===== src/rtl/spi_pll_cfg_ctrl.sv =====
// PLL configuration-port sequencer: bus accesses and reset/relock.
// Optional PLL_CFG_TIMEOUT_EN adds a PLLACK wait timeout in BUS.
module spi_pll_cfg_ctrl #(
  parameter int TIMEOUT_CYC = 255,
  parameter int RST_CYC     = 8,
  parameter int LOCK_CYC    = 4095
) (
  input  logic       PLLCLK,
  input  logic       RST_N,
  input  logic       CFG_REQ,
  input  logic       CFG_WE,
  input  logic [4:0] CFG_ADDR,
  input  logic [7:0] CFG_WDATA,
  input  logic       CFG_APPLY,
  output logic       CFG_BUSY,
  output logic       CFG_DONE,
  output logic       CFG_ERR,
  output logic [7:0] CFG_RDATA,
  output logic       PLLSTB,
  output logic       PLLWE,
  output logic [4:0] PLLADDR,
  output logic [7:0] PLLDATI,
  input  logic [7:0] PLLDATO,
  input  logic       PLLACK,
  output logic       PLLRST,
  input  logic       LOCK
);

  localparam int M1 =
    (RST_CYC > LOCK_CYC) ? RST_CYC : LOCK_CYC;
  localparam int MAXC =
    (TIMEOUT_CYC > M1) ? TIMEOUT_CYC : M1;
  localparam int CW = $clog2(MAXC + 1);

  localparam logic [CW-1:0] RST_LAST  = CW'(RST_CYC - 1);
  localparam logic [CW-1:0] LOCK_LAST = CW'(LOCK_CYC - 1);
`ifdef PLL_CFG_TIMEOUT_EN
  localparam logic [CW-1:0] TO_LAST   = CW'(TIMEOUT_CYC - 1);
`endif

  typedef enum logic [2:0] {
    IDLE, BUS, RSTP, LOCKW, FIN
  } state_e;

  state_e        state_q, state_d;
  logic [CW-1:0] cnt_q, cnt_d, cnt_inc;
  logic          stb_q, stb_d;
  logic          we_q, we_d;
  logic [4:0]    addr_q, addr_d;
  logic [7:0]    dati_q, dati_d;
  logic          rst_q, rst_d;
  logic          busy_q, busy_d;
  logic          done_q, done_d;
  logic          err_q, err_d;
  logic [7:0]    rdata_q, rdata_d;
  logic          lock_s1_q, lock_s2_q;

  assign cnt_inc = (cnt_q == '1) ? cnt_q
                                 : cnt_q + CW'(1);

  // Next-state and registered-output logic
  always_comb begin
    state_d = state_q;
    cnt_d   = cnt_q;
    stb_d   = stb_q;
    we_d    = we_q;
    addr_d  = addr_q;
    dati_d  = dati_q;
    rst_d   = rst_q;
    done_d  = 1'b0;
    err_d   = 1'b0;
    rdata_d = rdata_q;
    unique case (state_q)
      IDLE: begin
        cnt_d = '0;
        if (CFG_REQ) begin
          state_d = BUS;
          stb_d   = 1'b1;
          we_d    = CFG_WE;
          addr_d  = CFG_ADDR;
          dati_d  = CFG_WDATA;
        end else if (CFG_APPLY) begin
          state_d = RSTP;
          rst_d   = 1'b1;
        end
      end
      BUS: begin
        if (PLLACK) begin
          state_d = FIN;
          stb_d   = 1'b0;
          done_d  = 1'b1;
          if (!we_q) rdata_d = PLLDATO;
        end
`ifdef PLL_CFG_TIMEOUT_EN
        else if (cnt_q == TO_LAST) begin
          state_d = FIN;
          stb_d   = 1'b0;
          done_d  = 1'b1;
          err_d   = 1'b1;
        end else begin
          cnt_d = cnt_inc;
        end
`endif
      end
      RSTP: begin
        if (cnt_q == RST_LAST) begin
          state_d = LOCKW;
          rst_d   = 1'b0;
          cnt_d   = '0;
        end else begin
          cnt_d = cnt_inc;
        end
      end
      LOCKW: begin
        if (lock_s2_q) begin
          state_d = FIN;
          done_d  = 1'b1;
        end else if (cnt_q == LOCK_LAST) begin
          state_d = FIN;
          done_d  = 1'b1;
          err_d   = 1'b1;
        end else begin
          cnt_d = cnt_inc;
        end
      end
      FIN:     state_d = IDLE;
      default: state_d = IDLE;
    endcase
    busy_d = (state_d != IDLE);
  end

  // State, counter, output and LOCK synchroniser registers
  always_ff @(posedge PLLCLK or negedge RST_N) begin
    if (!RST_N) begin
      state_q   <= IDLE;
      cnt_q     <= '0;
      stb_q     <= 1'b0;
      we_q      <= 1'b0;
      addr_q    <= '0;
      dati_q    <= '0;
      rst_q     <= 1'b0;
      busy_q    <= 1'b0;
      done_q    <= 1'b0;
      err_q     <= 1'b0;
      rdata_q   <= '0;
      lock_s1_q <= 1'b0;
      lock_s2_q <= 1'b0;
    end else begin
      state_q   <= state_d;
      cnt_q     <= cnt_d;
      stb_q     <= stb_d;
      we_q      <= we_d;
      addr_q    <= addr_d;
      dati_q    <= dati_d;
      rst_q     <= rst_d;
      busy_q    <= busy_d;
      done_q    <= done_d;
      err_q     <= err_d;
      rdata_q   <= rdata_d;
      lock_s1_q <= LOCK;
      lock_s2_q <= lock_s1_q;
    end
  end

  assign CFG_BUSY  = busy_q;
  assign CFG_DONE  = done_q;
  assign CFG_ERR   = err_q;
  assign CFG_RDATA = rdata_q;
  assign PLLSTB    = stb_q;
  assign PLLWE     = we_q;
  assign PLLADDR   = addr_q;
  assign PLLDATI   = dati_q;
  assign PLLRST    = rst_q;

endmodule

===== config.mk =====
export PLATFORM = sky130hd
export DESIGN_NAME = spi_pll_cfg_ctrl
export DESIGN_NICKNAME = d
export VERILOG_FILES = /design/src/rtl/spi_pll_cfg_ctrl.sv
export SDC_FILE = /design/constraint.sdc
export NUM_CORES = 1
export LEC_CHECK = 0
export CAP_MARGIN = 20
export CORE_ASPECT_RATIO = 1.75
export CORE_MARGIN = 3
export CORE_UTILIZATION = 51
export DETAILED_ROUTE_END_ITERATION = 8
export PLACE_DENSITY = 0.84
export SLEW_MARGIN = 20
export SYNTH_ARGS = -nofsm -noshare
export SYNTH_HDL_FRONTEND = slang
export SYNTH_SLANG_ARGS = --single-unit

===== constraint.sdc =====
create_clock -name PLLCLK -period 4.45 [get_ports PLLCLK]
set_clock_uncertainty 0.05 [all_clocks]
set_input_delay 0.445 -clock PLLCLK [delete_from_list [all_inputs] [get_ports PLLCLK]]
set_output_delay 0.445 -clock PLLCLK [all_outputs]
set_load 0.01 [all_outputs]

## Word level (Yosys, flattened, before mapping)

Cells that the tools add are included.

| word-level totals | value |
|---|---|
| flip-flop bits (word level) | 44 |

| cells by class | value |
|---|---|
| eq/ne operators | 13 |
| reductions and logical operators | 10 |
| bitwise logic cells | 1 |
| add/subtract/negate cells | 1 |
| multiplexer cells | 25 |

Operators by type and width:

| operator | number |
|---|---|
| $mux W12 | 4 |
| $pmux W12 S3 | 1 |
| $eq A12 B12 Y1 const B | 2 |
| $mux W3 | 6 |
| $ne A2 B2 Y1 const B | 7 |
| $add A12 B1 Y12 const B | 1 |
| $eq A12 B3 Y1 const B | 1 |
| $pmux W3 S4 | 1 |
| $mux W1 | 10 |
| $reduce_and A3 Y1 | 3 |
| $eq A3 B2 Y1 const B | 2 |
| $pmux W1 S2 | 3 |
| $reduce_bool A3 Y1 | 2 |
| $reduce_and A4 Y1 | 1 |
| $reduce_bool A2 Y1 | 2 |
| $eq A3 B1 Y1 const B | 1 |
| $logic_not A3 Y1 | 1 |
| $reduce_and A2 Y1 | 1 |
| $not A1 Y1 | 1 |

## Depth between registers and ports, before layout

Gate-level depths: netlist of run 1.

| depth | value |
|---|---|
| depth after elaboration | 5 |
| gate-level depth with buffers | 7 |
| mapped depth without buffers | 6 |

## Worst setup path after synthesis of run 1

OpenSTA, ideal clock, no wires.

| path | value |
|---|---|
| kind | register -> register |
| start point | register cnt_q[0] |
| end point | register cnt_q[6] |
| stages on the path, launching flop included | 8 |
| arrival time | 1.568 ns |
| data required time | 4.255 ns |
| slack | 2.687 ns |
| period minus slack after synthesis | 1.763 ns |
| path through | dfrtp_1 > inv_1 > ha_1 > nand3_1 > or4_1 > clkbuf_2 > nand3_1 > o211ai_1 |

| on the way | value |
|---|---|
| word-level cells in the longest chain between the ends | 5 |
| elaborated cells between the ends (all ways) | 11 |

RTL lines:

| element | line | text |
|---|---|---|
| start, declared | 46 | `logic [CW-1:0] cnt_q, cnt_d, cnt_inc;` |
| start signal, assigned | 150 | `cnt_q <= cnt_d;` |
| $add A12 B1 Y12 or $eq A12 B12 Y1 (tied branches) | 59, 58 |  |
| $mux W12 | 58 | `assign cnt_inc = (cnt_q == '1) ? cnt_q` |
| $mux W12 | 118 | `end else if (cnt_q == LOCK_LAST) begin` |
| $mux W12 | 115 | `if (lock_s2_q) begin` |
| $pmux W12 S3 | 73 | `unique case (state_q)` |

Several ways; a longest one is shown, not always the timed one. The select of a mux whose other input is x is not followed.
A chain may end at the register's enable or synchronous reset.

## Worst setup path after layout of run 1

| path | value |
|---|---|
| start point | register cnt_q[0] |
| end point | register cnt_q[1] |

The elaborated chain is that of the path after synthesis.

==> results.md, run 1 <==
- Period utilization: a little under half
- Switching component of the power: roughly 510 uW
- Sequential Power Share: 40.9%
- Number of global-route vias before repair: between 1.5k and 2k
- Area of the mapped netlist: between 2000 and 2500 um^2
- Inserted Clock Buffers: 5
- Most frequent cells in the layout: clkdlybuf4s50_1, dfrtp_1, mux2_2, nor2_1, a21oi_1
- Max_cap viols: 0
- Chip width: 53.9 um
- DRC: 0
- Setup TNS: 0 ns
- GPL Wtd Cong: 0.848
- Cell family with most CP delay: compound AO/OA/AOI/OAI gates
- Worst-path cell chain: ha_1 > nor4bb_1 > a31oi_1 > nand3_1 > o32ai_1
- EDFF count, synth: 0
- ANT cells: 0
- CP required: 4.59 ns
- Sequential-to-total area share from yosys stat: around 54%
- 1st-iter DRT viols: 50
- #FFs+latches synth: 44
- Async S/R FF share, synth: 100%
- Final min period: around 2.1 ns
- Logic pwr share: 42.9%
- Via count: 1688
- YS warnings: 0
- Layout cells sized above 1: about 15%
- Root Buffer Master: clkbuf_8
- Hold WC Path Type: input port to async pin
- Die area: 4840 um^2
- Max Fclk: between 0.4 and 0.5 GHz
- Slowest stage cell on the critical path: a31oi_1
- Met3 GRT Util: between 7 and 8%
- Leakage power: 0.00108 uW
- Pwr Density: approximately 580 nW/um^2
- Routed vias/inst: ~6
- Startpoint types: register
- Sinks on Clock Net: 44
- Setup crit end kind: register
- GRT overflow: 0
- Resize count post-CTS: 0
- Final Max Tran Viols: 0
- I/O pin count: 55
- Largest net degree at the start of global routing: 45
- Netlist cell types: 46
- First-pass detailed-route iteration total: 4
- Synthesized area per cell: around 11 um^2
- Total Nets Final: 262
- Cells after Synth: between 150 and 200
- Syn-to-layout area delta: 31.2%
- Routed len/inst: around 16 um
- Clock Tree Buf Depth: 2
- Core area: ~3700 um^2
- Port bufs: 54
- Hpwl dp: about 3400 um
- Postcts setup bufs: 0
- Most used routing layer: met2
- Slew headroom: a little under two fifths
- Starting Density: between 50% and 60%
- Worst-path clk slew: ~0.08 ns
- Type of the worst setup path: register to register
- Antenna violations before repair: 0
- Setup violators final: 0
- Bufs and invs on worst path: 0
- Cell Int Power: 1040 uW
- Worst vdd ir: 0.551 mV
- Switching Fraction: between 30% and 40%
- First-pass GRT wire length: around 8000 um
- H-tree levels: 2
- Clock power share: between 10% and 20%
- Critical path's largest stage delay: around 0.61 ns
- Clock latency on the worst-skew pair: roughly 0.29 ns
- Syn nets: ~210
- RSZ-0062 raised after global routing: no
- GR Util met2: between 30% and 40%
- Main flop type after synthesis: dfrtp_1
- Final Hold Fails: 0
- Post-CTS Hold Fix Bufs: 0
- Total Power: around 1600 uW
- Die height: around 90 um
- GRT met1 Usage: 24.5%
- CTS tree: built
- Critical Path AT: roughly 2.3 ns
- Site Rows: 29
- Slew @ Worst Pin: around 0.94 ns
- Outcome: completed
- Critical path fanouts, max: 11
- Routed WL: roughly 4600 um
- Tot GR Track Use: about 21%
- Most common cell after layout, fill and taps aside: clkdlybuf4s50_1
- Hold slack: 0.241 ns
- Remaining antenna violation count: 0
- Final core occ: ~72%
## metrics by stage
stage	std cells	area (um^2)	worst slack, ns
3_5_place_dp	271	2600	2.29
3_3_place_gp	271	2600	2.31
6_report	279	2690	2.31
5_1_grt	279	2690	2.12
4_1_cts	279	2690	2.32
2_1_floorplan	179	2050	2.69
## cells by family (layout without fill, tap and decap cells)
logic type	Yosys count	after routing	share of synthesized area, %
muxes	23	23	12.6
AOI/OAI and AO/OA	43	43	13.9
buffers and inverters	15	69	3.48
adders and majority gates	2	2	1.22
and+or+nand+nor	52	52	15.1
DFF	44	44	53.8
## cells in the mapped netlist, types with 3 or more instances
| cell | n | area (um^2) |
|---|---|---|
| dfrtp_1 | 44 | 1100 |
| mux2_2 | 22 | 248 |
| nor2_1 | 10 | 37.5 |
| a21oi_1 | 9 | 45.0 |
| o21ai_0 | 8 | 40.0 |
| inv_1 | 7 | 26.3 |
| a31oi_1 | 6 | 37.5 |
| nand2_1 | 6 | 22.5 |
| nand3_1 | 6 | 30.0 |
| nor3_1 | 6 | 30.0 |
| buf_2 | 5 | 25.0 |
| nor4_1 | 5 | 31.3 |
| o31ai_1 | 3 | 22.5 |
## final timing paths
check                                startpoint                      to  slack [ns]  depth (start not counted)
setup / recovery           cnt_q[0]$_DFFE_PN0P_    cnt_q[1]$_DFFE_PN0P_        2.31                          5
hold / removal                            RST_N    cnt_q[2]$_DFFE_PN0P_        0.24                          1
setup reg to reg           cnt_q[0]$_DFFE_PN0P_    cnt_q[1]$_DFFE_PN0P_        2.31                          5
hold reg to reg             lock_s1_q$_DFF_PN0_     lock_s2_q$_DFF_PN0_        0.32                          0
max in group asynchronous                 RST_N  PLLADDR[3]$_DFFE_PN0P_        3.52                          1
min in group PLLCLK         lock_s1_q$_DFF_PN0_     lock_s2_q$_DFF_PN0_        0.32                          0
## worst register-to-register path, stage by stage (launching register included)
cell and delay [ns]:
dfrtp_1 0.42, ha_1 0.27, nor4bb_1 0.17, a31oi_1 0.61, nand3_1 0.25, o32ai_1 0.27
## final cells by class
type / count / area, um^2
Fill cell: 258 / 1050
Tap cell: 46 / 57.6
Inverter: 7 / 26.3
Timing Repair Buffer: 54 / 536
Multi-Input combinational cell: 120 / 876
Sequential cell: 44 / 1100
Clock buffer: 8 / 90.1
## registers in the layout, indices dropped and copies added (netlist names)
name       flops
cnt_q         12
CFG_RDATA      8
PLLDATI        8
PLLADDR        5
state_q        3
CFG_BUSY       1
CFG_DONE       1
CFG_ERR        1
PLLRST         1
PLLSTB         1
PLLWE          1
lock_s1_q      1
lock_s2_q      1
## power by group through the flow
stage | Clock (uW) | Combinational (uW) | Sequential [uW]
5_1_grt | 278 | 717 | 657
4_1_cts | 257 | 671 | 635
2_1_floorplan | 0 | 314 | 670
3_3_place_gp | 0 | 658 | 633
3_5_place_dp | 0 | 667 | 640
6_report | 252 | 665 | 634
## routing by layer
layer / up-vias / part of all wire [%]
met5: - / 0
met4: 0 / 1.7
met3: 11 / 7.6
met2: 69 / 54
met1: 828 / 37
li1: 780 / -
No activity file was read; power rests on OpenSTA's default activity.
==> run 2, diff against run 1 <==
--- a/config.mk
+++ b/config.mk
@@ -8,9 +8,9 @@
 export CAP_MARGIN = 20
 export CORE_ASPECT_RATIO = 1.75
 export CORE_MARGIN = 3
-export CORE_UTILIZATION = 51
+export CORE_UTILIZATION = 43
 export DETAILED_ROUTE_END_ITERATION = 8
-export PLACE_DENSITY = 0.84
+export PLACE_DENSITY = 0.75
 export SLEW_MARGIN = 20
 export SYNTH_ARGS = -nofsm -noshare
 export SYNTH_HDL_FRONTEND = slang
==> constraint.sdc (replaced) <==
create_clock -name PLLCLK -period 1.8 [get_ports PLLCLK]
set_clock_uncertainty 0.05 [all_clocks]
set_input_delay 0.18 -clock PLLCLK [delete_from_list [all_inputs] [get_ports PLLCLK]]
set_output_delay 0.18 -clock PLLCLK [all_outputs]
set_load 0.01 [all_outputs]
==> run 2 against run 1 <==
Critical path depth is 2 higher. Clock power grew to 3.1 times the previous value. First-iteration DRC count down 2.0%. Core utilization fell by 0.95 points. Worst setup slack worse by 2.3 ns. Register-to-register slack worse by 2.3 ns. Critical path type unchanged. Critical endpoint is now cnt_q[11]$_DFFE_PN0P_. Largest cell class unchanged. Largest power group unchanged.
==> results.md, run 2 (synthesis results as in run 1) <==
- Outcome: completed
- Total Nets Final: 299 (+14%)
- Core area: 4480 um^2 (+20%)
- Final core occ: 70.9% (-0.95 points)
- Routed vias/inst: 5.67 (-6.2%)
- Final Hold Fails: 0 (unchanged)
- GPL Wtd Cong: 0.886 (+4.5%)
- Hold WC Path Type: input port to register
- Period utilization: 98.6% (+51 points)
- First-pass detailed-route iteration total: 4 (unchanged)
- Sinks on Clock Net: 44 (unchanged)
- Most common cell after layout, fill and taps aside: clkdlybuf4s50_1
- Clock latency on the worst-skew pair: 0.30 ns (about the same)
- Final cell count without fillers: 321 (+15%)
- Worst Setup EP: cnt_q[11]$_DFFE_PN0P_
- Placed insts: 305 (+13%)
- Max Fclk: 0.563 GHz (+20%)
- DRC: 0 (unchanged)
- Chip width: 58.2 um (+7.9%)
- FF-to-FF End: cnt_q[11]$_DFFE_PN0P_
- Critical path's largest stage delay: 0.45 ns (-0.16 ns)
- Routed WL: 5410 um (+18%)
- Final Max Tran Viols: 0 (unchanged)
- Syn-to-layout area delta: 55.3%
- Worst-path cell chain: ha_1 > buf_4 > nand3_1 > nor3_2 > buf_4 > o41ai_4 > a21oi_2
- Crit Reg-Reg Startpoint: cnt_q[1]$_DFFE_PN0P_
- Routed len/inst: 16.9 um (+2.9%)
- Die height: 97.3 um (+8.3%)
- ANT cells: 0 (unchanged)
- Pwr Density: 1390 nW/um^2 (+140%)
- Layout cells sized above 1: 35.2% (+20 points)
- Number of fill cells: 292 (+13%)
- First-pass GRT wire length: 8970 um (+14%)
- GRT overflow: 0 (unchanged)
- Slew headroom: 65.6% (+28 points)
- Hpwl dp: 3940 um (+16%)
- Sequential Area: 1110 um^2 (+0.45%)
- Remaining antenna violation count: 0 (unchanged)
- Critical Path Source: cnt_q[1]$_DFFE_PN0P_
- Startpoint types: register
- CP required: 1.93 ns (-2.66 ns)
- Slew @ Worst Pin: 0.517 ns (-0.422 ns)
- Largest net degree at the start of global routing: 25 (-44%)
- I/O pin count: 55 (unchanged)
- Footprint of the multi-input gates: 1010 um^2 (+15%)
- Clock Tree Buf Depth: 2 (unchanged)
- RSZ-0062 raised after global routing: yes
- CTS tree: built
- Critical Path AT: 1.91 ns (-0.37 ns)
- Die area: 5660 um^2 (+17%)
- R2r setup slk: 0.02 ns (-2.29 ns)
- Setup violators final: 0 (unchanged)
- H-tree levels: 2 (unchanged)
- 1st-iter DRT viols: 49 (-2.0%)
- Antenna violations before repair: 0 (unchanged)
- Port bufs: 54 (unchanged)
- Type of the worst setup path: register to register
- Root Buffer Master: clkbuf_8
- Most frequent CP cell: buf_4
- Number of global-route vias before repair: 1956 (+13%)
- Leakage power: 0.00132 uW (+22%)
- Worst vdd ir: 1.37 mV (+150%)
- Max_cap viols: 0 (unchanged)
- Max reg flops: 12 (unchanged)
- WHS Path Cells: 1
- Min-delay src: LOCK
- Inserted Clock Buffers: 5 (unchanged)
- R2R cell count: 7 (+2)
- Biggest register: cnt_q
- Site Rows: 32 (+10%)
- Slowest stage cell on the critical path: dfrtp_2
- Starting Density: 45.7% (-9.1 points)
- Via count: 1821 (+7.9%)
- Most frequent cells in the layout: clkdlybuf4s50_1, dfrtp_1, buf_4, mux2_2
- Final min period: 1.78 ns (-0.360 ns)
- Critical path fanouts, max: 9 (-2)
- Tot GR Track Use: 20.3% (-1.2 points)
- Worst-path clk slew: 0.08 ns (about the same)
- Setup crit end kind: register
[run 2: cell count changes in the layout (fill, tap and decap cells not counted), sizes merged]
cell | before | now
clkinv | 0 | 1
dlygate4sd3 | 0 | 1
buf | 1 | 37
clkbuf | 8 | 6
bufinv | 0 | 1
[run 2: what timing repair did]
| action | 4_1_cts | 5_1_grt |
|---|---|---|
| cloned | 0 | 0 |
| resized for setup | 7 | 24 |
| buffers inserted | 2 | 5 |
| endpoints found under the hold margin | 20 | 0 |
| endpoints found under the setup margin | 13 | 28 |
| hold buffers | 1 | 0 |
| pin swaps | 0 | 5 |
[run 2: metrics by stage]
| step | setup TNS, ns | hold slack [ns] | area (um^2) | power (uW) | worst slack (ns) |
|---|---|---|---|---|---|
| 2_1_floorplan | 0 | -0.166 | 2050 | 2430 | 0.0370 |
| 3_3_place_gp | -0.292 | 0.128 | 2850 | 3430 | -0.0824 |
| 4_1_cts | -0.00179 | 0.267 | 3030 | 4340 | -0.00179 |
| 3_5_place_dp | -0.566 | 0.128 | 2850 | 3490 | -0.124 |
| 5_1_grt | -0.407 | 0.280 | 3180 | 4700 | -0.0597 |
| 6_report | 0 | 0.275 | 3180 | 4440 | 0.0246 |
[run 2: layout make-up]
class / count / share of cell area [%]
flip-flops and latches: 44 / 34.8
repair buffers: 91 / 26.8
well taps: 51 / 2.01
inverters: 7 / 0.826
multi-input cells: 120 / 31.8
clock inverters: 2 / 1.22
clock buffers: 6 / 2.60
[run 2: worst min-delay path by stage]
stage | end | slack, ns
floorplan | CFG_BUSY$_DFF_PN0_ | -0.17
global placement | CFG_RDATA[2]$_DFFE_PN0P_ | 0.13
detailed placement | CFG_RDATA[1]$_DFFE_PN0P_ | 0.13
CTS | lock_s1_q$_DFF_PN0_ | 0.27
global route | lock_s1_q$_DFF_PN0_ | 0.28
finish | lock_s1_q$_DFF_PN0_ | 0.27
[run 2: worst max-delay path, delay by kind of cell (launching register included)]
family / cells / cell delay, ns
buf+inv: 2 / 0.33
fa+ha+maj: 1 / 0.21
compound gates: 2 / 0.43
simple gates: 2 / 0.20
flops: 1 / 0.45
[run 2: routing by layer]
metal	track usage, %	part of all wire [%]	vias to the layer above
met4	8.93	2.6	0
met5	0	0	-
li1	-	-	853
met3	4.12	4.5	12
met1	21.2	35	898
met2	37.2	58	58
[run 2: power by group]
part,total (uW),leakage [uW],internal [uW],switching [uW]
logic,2100,0.000720,1220,883
clock network,790,0.0000614,454,336
registers,1540,0.000541,1330,214
